<file path="config.mk">
export PLATFORM = sky130hd
export DESIGN_NAME = i8253_readback
export DESIGN_NICKNAME = d
export VERILOG_FILES = /design/src/rtl/i8253_readback.sv
export SDC_FILE = /design/constraint.sdc
export NUM_CORES = 1
export LEC_CHECK = 0
export ABC_AREA = 1
export ABC_CLOCK_PERIOD_IN_PS = 2400
export CAP_MARGIN = 0
export CORE_MARGIN = 2
export CORE_UTILIZATION = 47
export CTS_CLUSTER_SIZE = 10
export DETAILED_ROUTE_END_ITERATION = 7
export PLACE_DENSITY = 0.85
export REMOVE_ABC_BUFFERS = 1
export SYNTH_ARGS = -nofsm -noshare
export SYNTH_HDL_FRONTEND = slang
export SYNTH_SLANG_ARGS = --single-unit
export TNS_END_PERCENT = 1
</file>
<file path="constraint.sdc">
create_clock -name clk21m -period 2.4 [get_ports clk21m]
set_clock_uncertainty 0.15 [all_clocks]
set_input_delay 0.48 -clock clk21m [delete_from_list [all_inputs] [get_ports clk21m]]
set_output_delay 0.48 -clock clk21m [all_outputs]
set_load 0.1 [all_outputs]
</file>
<file path="src/rtl/i8253_readback.sv">
// Read side of one i8253 counter channel: latch command, LSB/MSB byte
// sequencing and the registered CPU read byte.
module i8253_readback #(
    parameter logic [1:0] COUNTER_ID = 2'd0
) (
    input  logic        clk21m,
    input  logic        reset_n,
    input  logic        cs,
    input  logic        rd,
    input  logic [1:0]  a,
    input  logic        wr_cw,
    input  logic [7:0]  wr_d,
    input  logic [15:0] counter,
    output logic [7:0]  q,
    output logic        q_update
);

    logic [1:0]  rw_q, rw_d;
    logic        msb_next_q, msb_next_d;
    logic        latched_q, latched_d;
    logic [15:0] latch_q, latch_d;
    logic [7:0]  q_q, q_d;
    logic        q_update_q, q_update_d;
    logic        rd_dly_q;

    logic        rd_hit, rd_rise, cw_hit;
    logic [15:0] src;
    logic        cw_unused;

    assign rd_hit    = cs & rd & (a == COUNTER_ID);
    assign rd_rise   = rd_hit & ~rd_dly_q;
    assign src       = latched_q ? latch_q : counter;
    assign cw_hit    = wr_cw & (wr_d[7:6] == COUNTER_ID) & (wr_d[7:6] != 2'b11);
    assign cw_unused = ^wr_d[3:0];

    always_comb begin
        rw_d       = rw_q;
        msb_next_d = msb_next_q;
        latched_d  = latched_q;
        latch_d    = latch_q;
        q_d        = q_q;
        q_update_d = rd_rise;

        // Read is resolved first from the pre-cycle state.
        if (rd_rise) begin
            case (rw_q)
                2'b01: begin
                    q_d       = src[7:0];
                    latched_d = 1'b0;
                end
                2'b10: begin
                    q_d       = src[15:8];
                    latched_d = 1'b0;
                end
                2'b11: begin
                    if (!msb_next_q) begin
                        q_d        = src[7:0];
                        msb_next_d = 1'b1;
                    end else begin
                        q_d        = src[15:8];
                        msb_next_d = 1'b0;
                        latched_d  = 1'b0;
                    end
                end
                default: ;
            endcase
        end

        // A same-cycle control word overrides the read's effects; a latch
        // command may re-arm a latch that this very read just released.
        if (cw_hit) begin
            if (wr_d[5:4] != 2'b00) begin
                rw_d       = wr_d[5:4];
                msb_next_d = 1'b0;
                latched_d  = 1'b0;
            end else if (!latched_d) begin
                latch_d   = counter;
                latched_d = 1'b1;
            end
        end
    end

    always_ff @(posedge clk21m) begin
        if (!reset_n) begin
            rw_q       <= 2'b11;
            msb_next_q <= 1'b0;
            latched_q  <= 1'b0;
            latch_q    <= 16'h0000;
            q_q        <= 8'hFF;
            q_update_q <= 1'b0;
            rd_dly_q   <= 1'b0;
        end else begin
            rw_q       <= rw_d;
            msb_next_q <= msb_next_d;
            latched_q  <= latched_d;
            latch_q    <= latch_d;
            q_q        <= q_d;
            q_update_q <= q_update_d;
            rd_dly_q   <= rd_hit;
        end
    end

    assign q        = q_q;
    assign q_update = q_update_q;

endmodule

</file>
### Yosys cells after proc, flatten, opt, wreduce, memory -nomap -nowiden

Cells that the tools add are included.

| operators by class | value |
|---|---|
| $add $sub $neg | 0 |
| $mul | 0 |
| divide/modulo/power cells | 0 |
| $lt $le $gt $ge | 0 |
| eq/ne operators | 4 |
| shifts and indexed selects | 0 |
| multiplexer cells | 13 |
| bitwise logic cells | 8 |
| reductions and logical operators | 8 |

Operator list:

| cell | number |
|---|---|
| one-hot mux 8 bit (3 select lines) | 1 |
| two-way mux 16 bit | 1 |
| two-way mux 1 bit | 9 |
| two-way mux 8 bit | 1 |
| AND 1 bit | 5 |
| equality test 2 bit, second input constant | 2 |
| zero test 2 bit | 2 |
| AND reduction 2 bit | 2 |
| inverter 1 bit | 3 |
| AND reduction 3 bit | 1 |
| nonzero test 3 bit | 1 |
| equality test 2 x 1 -> 1 bit, second input constant | 1 |
| != test 2 bit, second input constant | 1 |
| one-hot mux 1 bit (2 select lines) | 1 |
| nonzero test 2 bit | 1 |
| OR reduction 2 bit | 1 |

| word-level totals | value |
|---|---|
| bits in registers | 30 |
| bits in latches | 0 |
| memory bits (writable) | 0 |
| bits in read-only memories | 0 |
| logic and storage cells | 40 |
| memories kept | 0 |

### Longest topological paths before layout

| logic depth | value |
|---|---|
| depth after elaboration | 6 |
| mapped depth | 11 |

### Worst setup path after synthesis

No wires, ideal clock.

| timing | value |
|---|---|
| kind | in2reg |
| start | input a[1] |
| end | register latch_q[0] |
| library setup time | 0.110 ns |
| data arrival time | 1.337 ns |
| slack | 0.803 ns |
| stages | 9 |
| buffers on the path | 1 |
| path through | nor2_1 > nand2_1 > nor2_1 > nand2_4 > nand3_4 > buf_6 > nand2_2 > inv_1 > nor2_1 |

| between the ends | value |
|---|---|
| cells in the longest elaborated chain, start to end | 6 |

RTL lines:

| item | RTL line | source |
|---|---|---|
| start, declared | 10 | `input logic [1:0] a,` |
| zero test 2 bit | 30 | `assign rd_hit = cs & rd & (a == COUNTER_ID);` |
| AND 1 bit | 30 |  |
| AND 1 bit | 31 | `assign rd_rise = rd_hit & ~rd_dly_q;` |
| two-way mux 1 bit | 45 | `if (rd_rise) begin` |
| inverter 1 bit (no source line) | - |  |
| AND reduction 3 bit (no source line) | - |  |
| end signal, assigned | 96 | `latch_q <= latch_d;` |
| end, declared | 21 | `logic [15:0] latch_q, latch_d;` |

Every way passes these cells.
A chain may end at the register's enable or synchronous reset.

### Worst setup path in the final report

| timing | value |
|---|---|
| start | input wr_d[4] |
| end | register latch_q[6] |

| between the ends | value |
|---|---|
| cells in the longest elaborated chain, start to end | 3 |

RTL lines:

| item | RTL line | source |
|---|---|---|
| start, declared | 12 | `input logic [7:0] wr_d,` |
| nonzero test 2 bit | 72 | `if (wr_d[5:4] != 2'b00) begin` |
| inverter 1 bit (no source line) | - |  |
| AND reduction 3 bit (no source line) | - |  |

Every way passes these cells.

==> results.md <==
- At the worst endpoint, the required time is 2.53 ns.
- After global routing the overflow that remains totals 0.
- The number of enable flip-flop cells after synthesis is 0.
- The max-slew violation count is 0.
- The vertical die dimension is 64.0 um.
- The number of H-tree levels is 2.
- In this run the static leakage power is 1.03 nW.
- The worst register-to-register path begins at latched_q.
- The number of antenna violations at the first check in global routing is 0.
- The path depth of the worst reg2reg path is 10.
- The core region is 0.00339 mm^2.
- The first detailed-routing pass took 4 iterations.
- The delay of the slowest cell on the worst path is 0.41 ns.
- Clock latency on the worst-skew pair, taken at its later pin, is 0.34 ns.
- The die area is 0.00409 mm^2.
- At the end of the flow, the number of nets in the layout was 334.
- Post-CTS repair changed the size of 0 cells.
- The class of the tightest hold or removal check is reg2reg.
- The critical path's top delay family is simple AND/OR/NAND/NOR gates.
- The critical path goes through clkdlybuf4s50_1 -> or2_4 -> nor2_8 -> nand3_4 -> nand2_1 -> inv_1 -> nor2_1.
- The clock tree from TritonCTS is yes.
- The initial utilization of the core area, before any placement, comes to 49.9%.
- Summing every instance area after synthesis gives 0.00169 mm^2.
- The clock passes through at most 2 buffers.
- The number of warnings reported in the yosys synthesis log is 0.
- The critical path is of the in2reg type.
- The detailed router's first-iteration violation count is 119.
- Across the VDD grid, the largest voltage drop is 0.266 mV.
- The endpoint identified for the worst register-to-register timing path is latch_q[2].
- Along the worst hold path, the cell count comes to 2.
- The peak clock frequency supported by timing is 0.560 GHz.
- The number of hold-slack violations in the final timing report is 0.
- The tree is rooted in a sky130_fd_sc_hd__clkbuf_4.
- The routed layout has 1675 vias.
- The share of the Yosys chip area taken by registers is 35.5%.
- The number of I/O port buffers is 35.
- Detailed placement finished with a half-perimeter wire length of 2680 um.
- The cell count after synthesis came out at 264.
- Dividing the detail-routed wire length by the instance count gives 10.8 um.
- The flip-flop and latch count after synthesis is 30.
- The global-route wire length before repair is 5800 um.
- In the routed layout, each cell is associated on average with a via count of 4.79.
- The horizontal extent of the die is 64.0 um.
- The TritonCTS buffer count is 5.
- The number of setup violations in the final report is 0.
- Dividing total power by cell area gives a power density of 499 mW/mm^2.
- The share of Yosys cell area claimed by the top area cell type is 35.5%.
- By area the synthesized netlist is led by sky130_fd_sc_hd__dfxtp_1 36%, sky130_fd_sc_hd__nand2_1 13%, sky130_fd_sc_hd__inv_1 13%.
- The final core utilization is 63.0%.
- During I/O placement, the number of pins put on the boundary was 40.
- The number of inserted diodes is 0.
- The origin of the worst min-delay path is q[2].
- The slack of the worst reg-to-reg path is 0.79 ns.
- The arrival time of data at the critical path endpoint is 1.92 ns.
- The worst-case headroom to the max-slew limit is 62.5%.
- The DRC violations left is 0.
- The remaining number of nets flagged by the antenna check after routing is 0.
- In this run the post-CTS setup repair buffer count came out at 0.
- Entering global routing, the biggest net connects 20 pins.
- The via count of the first global-routing pass is 1391.
- The minimum period implied by the final worst setup slack is 1.78 ns.
- The final instance area is 0.00214 mm^2.
- Dividing the final minimum period by the clock period gives 74.4%.
- In the global route stage, overall resource usage came out at 18.3%.
- Setup repair after global routing left no endpoint under its margin.
- The final estimated routing congestion in global placement is 0.804.
- The number of different library cells in the post-synthesis netlist is 23.
- The number of placement rows is 21.
- Counting flops with an async set or reset pin after synthesis yields a share of 0%.
- The placed standard-cell area is 0.00207 mm^2.
- The ratio of cells with drive above 1 in the final layout is 14.5%.
- The total length of routed wires is 3770 um.
- Clock-pin slew was measured on the worst setup and hold paths at 0.10 ns.
- In this run, post-CTS hold repair placed 0 buffers.
- sky130_fd_sc_hd__dfxtp_1 takes more of the synthesized area than any other cell.
- Of all nets on the critical path, the largest fanout is 16.
- The endpoint of the worst hold path is q[2].
- The worst setup path is launched from an input port.
- The slowest cell on the critical path is sky130_fd_sc_hd__clkdlybuf4s50_1.
- The relative area change from synthesis to final layout is 26.4%.
- The transition at the pin with the smallest max-transition slack is 0.563 ns.
- The per-instance average area after synthesis is 6.40 um^2.
- Max-cap violations in this run came to 0.
- Counting every sink on the clock net gives 30.
- The count of buffer and inverter cells on the critical path is 2.
- The run finished with clean final reports.
- The commonest register cell after synthesis is sky130_fd_sc_hd__dfxtp_1.
- STA classifies the critical path endpoint as a flop.
- Summed over all failing endpoints, the final setup total negative slack is 0 ns.
## worst register-to-register path: stages, from the launching register on
cell,delay [ns]
sky130_fd_sc_hd__dfxtp_1,0.33
sky130_fd_sc_hd__buf_4,0.23
sky130_fd_sc_hd__inv_1,0.08
sky130_fd_sc_hd__nor2_1,0.09
sky130_fd_sc_hd__nand2_1,0.05
sky130_fd_sc_hd__nand2_1,0.09
sky130_fd_sc_hd__nand2_4,0.07
sky130_fd_sc_hd__buf_4,0.21
sky130_fd_sc_hd__nand4_1,0.10
sky130_fd_sc_hd__nand2_1,0.07
sky130_fd_sc_hd__nor2_1,0.09
## worst max path at each step
stage / start / endpoint / slack, ns / cells past startpoint
floorplan: latched_q / latch_q[10] / 0.49 / 9
global placement: wr_d[4] / latch_q[5] / 0.30 / 7
detailed placement: wr_d[4] / latch_q[6] / 0.26 / 7
CTS: wr_d[4] / latch_q[6] / 0.61 / 7
global route: a[1] / latch_q[5] / 0.52 / 9
finish: wr_d[4] / latch_q[6] / 0.62 / 7
## cell usage after synthesis, types with 2 or more instances
| cell type | number |
|---|---|
| sky130_fd_sc_hd__nand2_1 | 59 |
| sky130_fd_sc_hd__inv_1 | 57 |
| sky130_fd_sc_hd__nor2_1 | 31 |
| sky130_fd_sc_hd__dfxtp_1 | 30 |
| sky130_fd_sc_hd__a21oi_1 | 18 |
| sky130_fd_sc_hd__nand4_1 | 16 |
| sky130_fd_sc_hd__nand2_2 | 11 |
| sky130_fd_sc_hd__o21ai_0 | 9 |
| sky130_fd_sc_hd__o211ai_1 | 7 |
| sky130_fd_sc_hd__clkbuf_1 | 5 |
| sky130_fd_sc_hd__nand3_1 | 5 |
| sky130_fd_sc_hd__buf_2 | 3 |
| sky130_fd_sc_hd__buf_6 | 2 |
| sky130_fd_sc_hd__inv_2 | 2 |
## metal layers
layer  GRT usage, %  up-vias  share of wire (%)
met5              0        -                  0
met4           7.88        0                2.8
met3           6.16       15                5.3
met2           30.5       51                 48
met1           21.3      719                 44
li1               -      890                  -
## report_power, final
group	internal, mW	switching (mW)
combinational	0.0901	0.128
clock	0.141	0.187
sequential	0.512	0.00747
total	0.743	0.322
## final cells by class
| class | instances | area, um^2 |
|---|---|---|
| clock buffer | 6 | 51.3 |
| inverter | 60 | 225 |
| clock inverter | 2 | 12.5 |
| timing repair buffer | 43 | 388 |
| multi-input combinational | 163 | 801 |
| sequential | 30 | 601 |
| tap | 46 | 57.6 |
| fill | 308 | 1250 |
## flip-flops by register name, summed over array words and instances, names as in the netlist
register,flops
latch_q,16
latched_q,1
msb_next_q,1
q,8
q_update,1
rd_dly_q,1
rw_q,2
## placed cells by master (no fill, tap or decap)
cell type | netlist | layout
sky130_fd_sc_hd__or2_4 | 1 | 1
sky130_fd_sc_hd__o21ai_2 | 1 | 1
sky130_fd_sc_hd__buf_4 | 1 | 17
sky130_fd_sc_hd__inv_1 | 57 | 57
sky130_fd_sc_hd__clkinv_2 | 0 | 1
sky130_fd_sc_hd__nand4_1 | 16 | 16
sky130_fd_sc_hd__clkinv_1 | 1 | 1
sky130_fd_sc_hd__nand3_4 | 1 | 1
sky130_fd_sc_hd__clkinvlp_4 | 0 | 1
sky130_fd_sc_hd__clkbuf_8 | 0 | 1
sky130_fd_sc_hd__inv_2 | 2 | 2
sky130_fd_sc_hd__nand2_4 | 1 | 1
sky130_fd_sc_hd__nor2_1 | 31 | 31
sky130_fd_sc_hd__nand2_2 | 11 | 11
sky130_fd_sc_hd__a21oi_1 | 18 | 18
sky130_fd_sc_hd__nand3_1 | 5 | 5
sky130_fd_sc_hd__o22ai_1 | 1 | 1
sky130_fd_sc_hd__clkdlybuf4s50_1 | 0 | 26
sky130_fd_sc_hd__dfxtp_1 | 30 | 30
sky130_fd_sc_hd__o21ai_0 | 9 | 9
sky130_fd_sc_hd__clkbuf_4 | 0 | 5
sky130_fd_sc_hd__o211ai_1 | 7 | 7
sky130_fd_sc_hd__a21oi_2 | 1 | 1
sky130_fd_sc_hd__nor2_8 | 1 | 1
sky130_fd_sc_hd__nand2_1 | 59 | 59
## through the flow
| step | hold slack (ns) | setup slack [ns] | instances | power (mW) |
|---|---|---|---|---|
| 3_3_place_gp | 0.294 | 0.300 | 342 | 0.744 |
| 3_5_place_dp | 0.300 | 0.256 | 342 | 0.748 |
| 5_1_grt | 0.353 | 0.518 | 350 | 1.11 |
| 6_report | 0.320 | 0.615 | 350 | 1.06 |
| 2_1_floorplan | 0.321 | 0.493 | 253 | 0.663 |
| 4_1_cts | 0.325 | 0.612 | 350 | 1.07 |
## cell families (layout without fill, tap and decap cells)
group / Yosys count / after routing / synth area share (%)
and+or+nand+nor: 126 / 126 / 34.9
DFF: 30 / 30 / 35.5
buffers and inverters: 71 / 111 / 17.1
AOI/OAI and AO/OA: 37 / 37 / 12.5
Power figures use the tool's default switching activity.
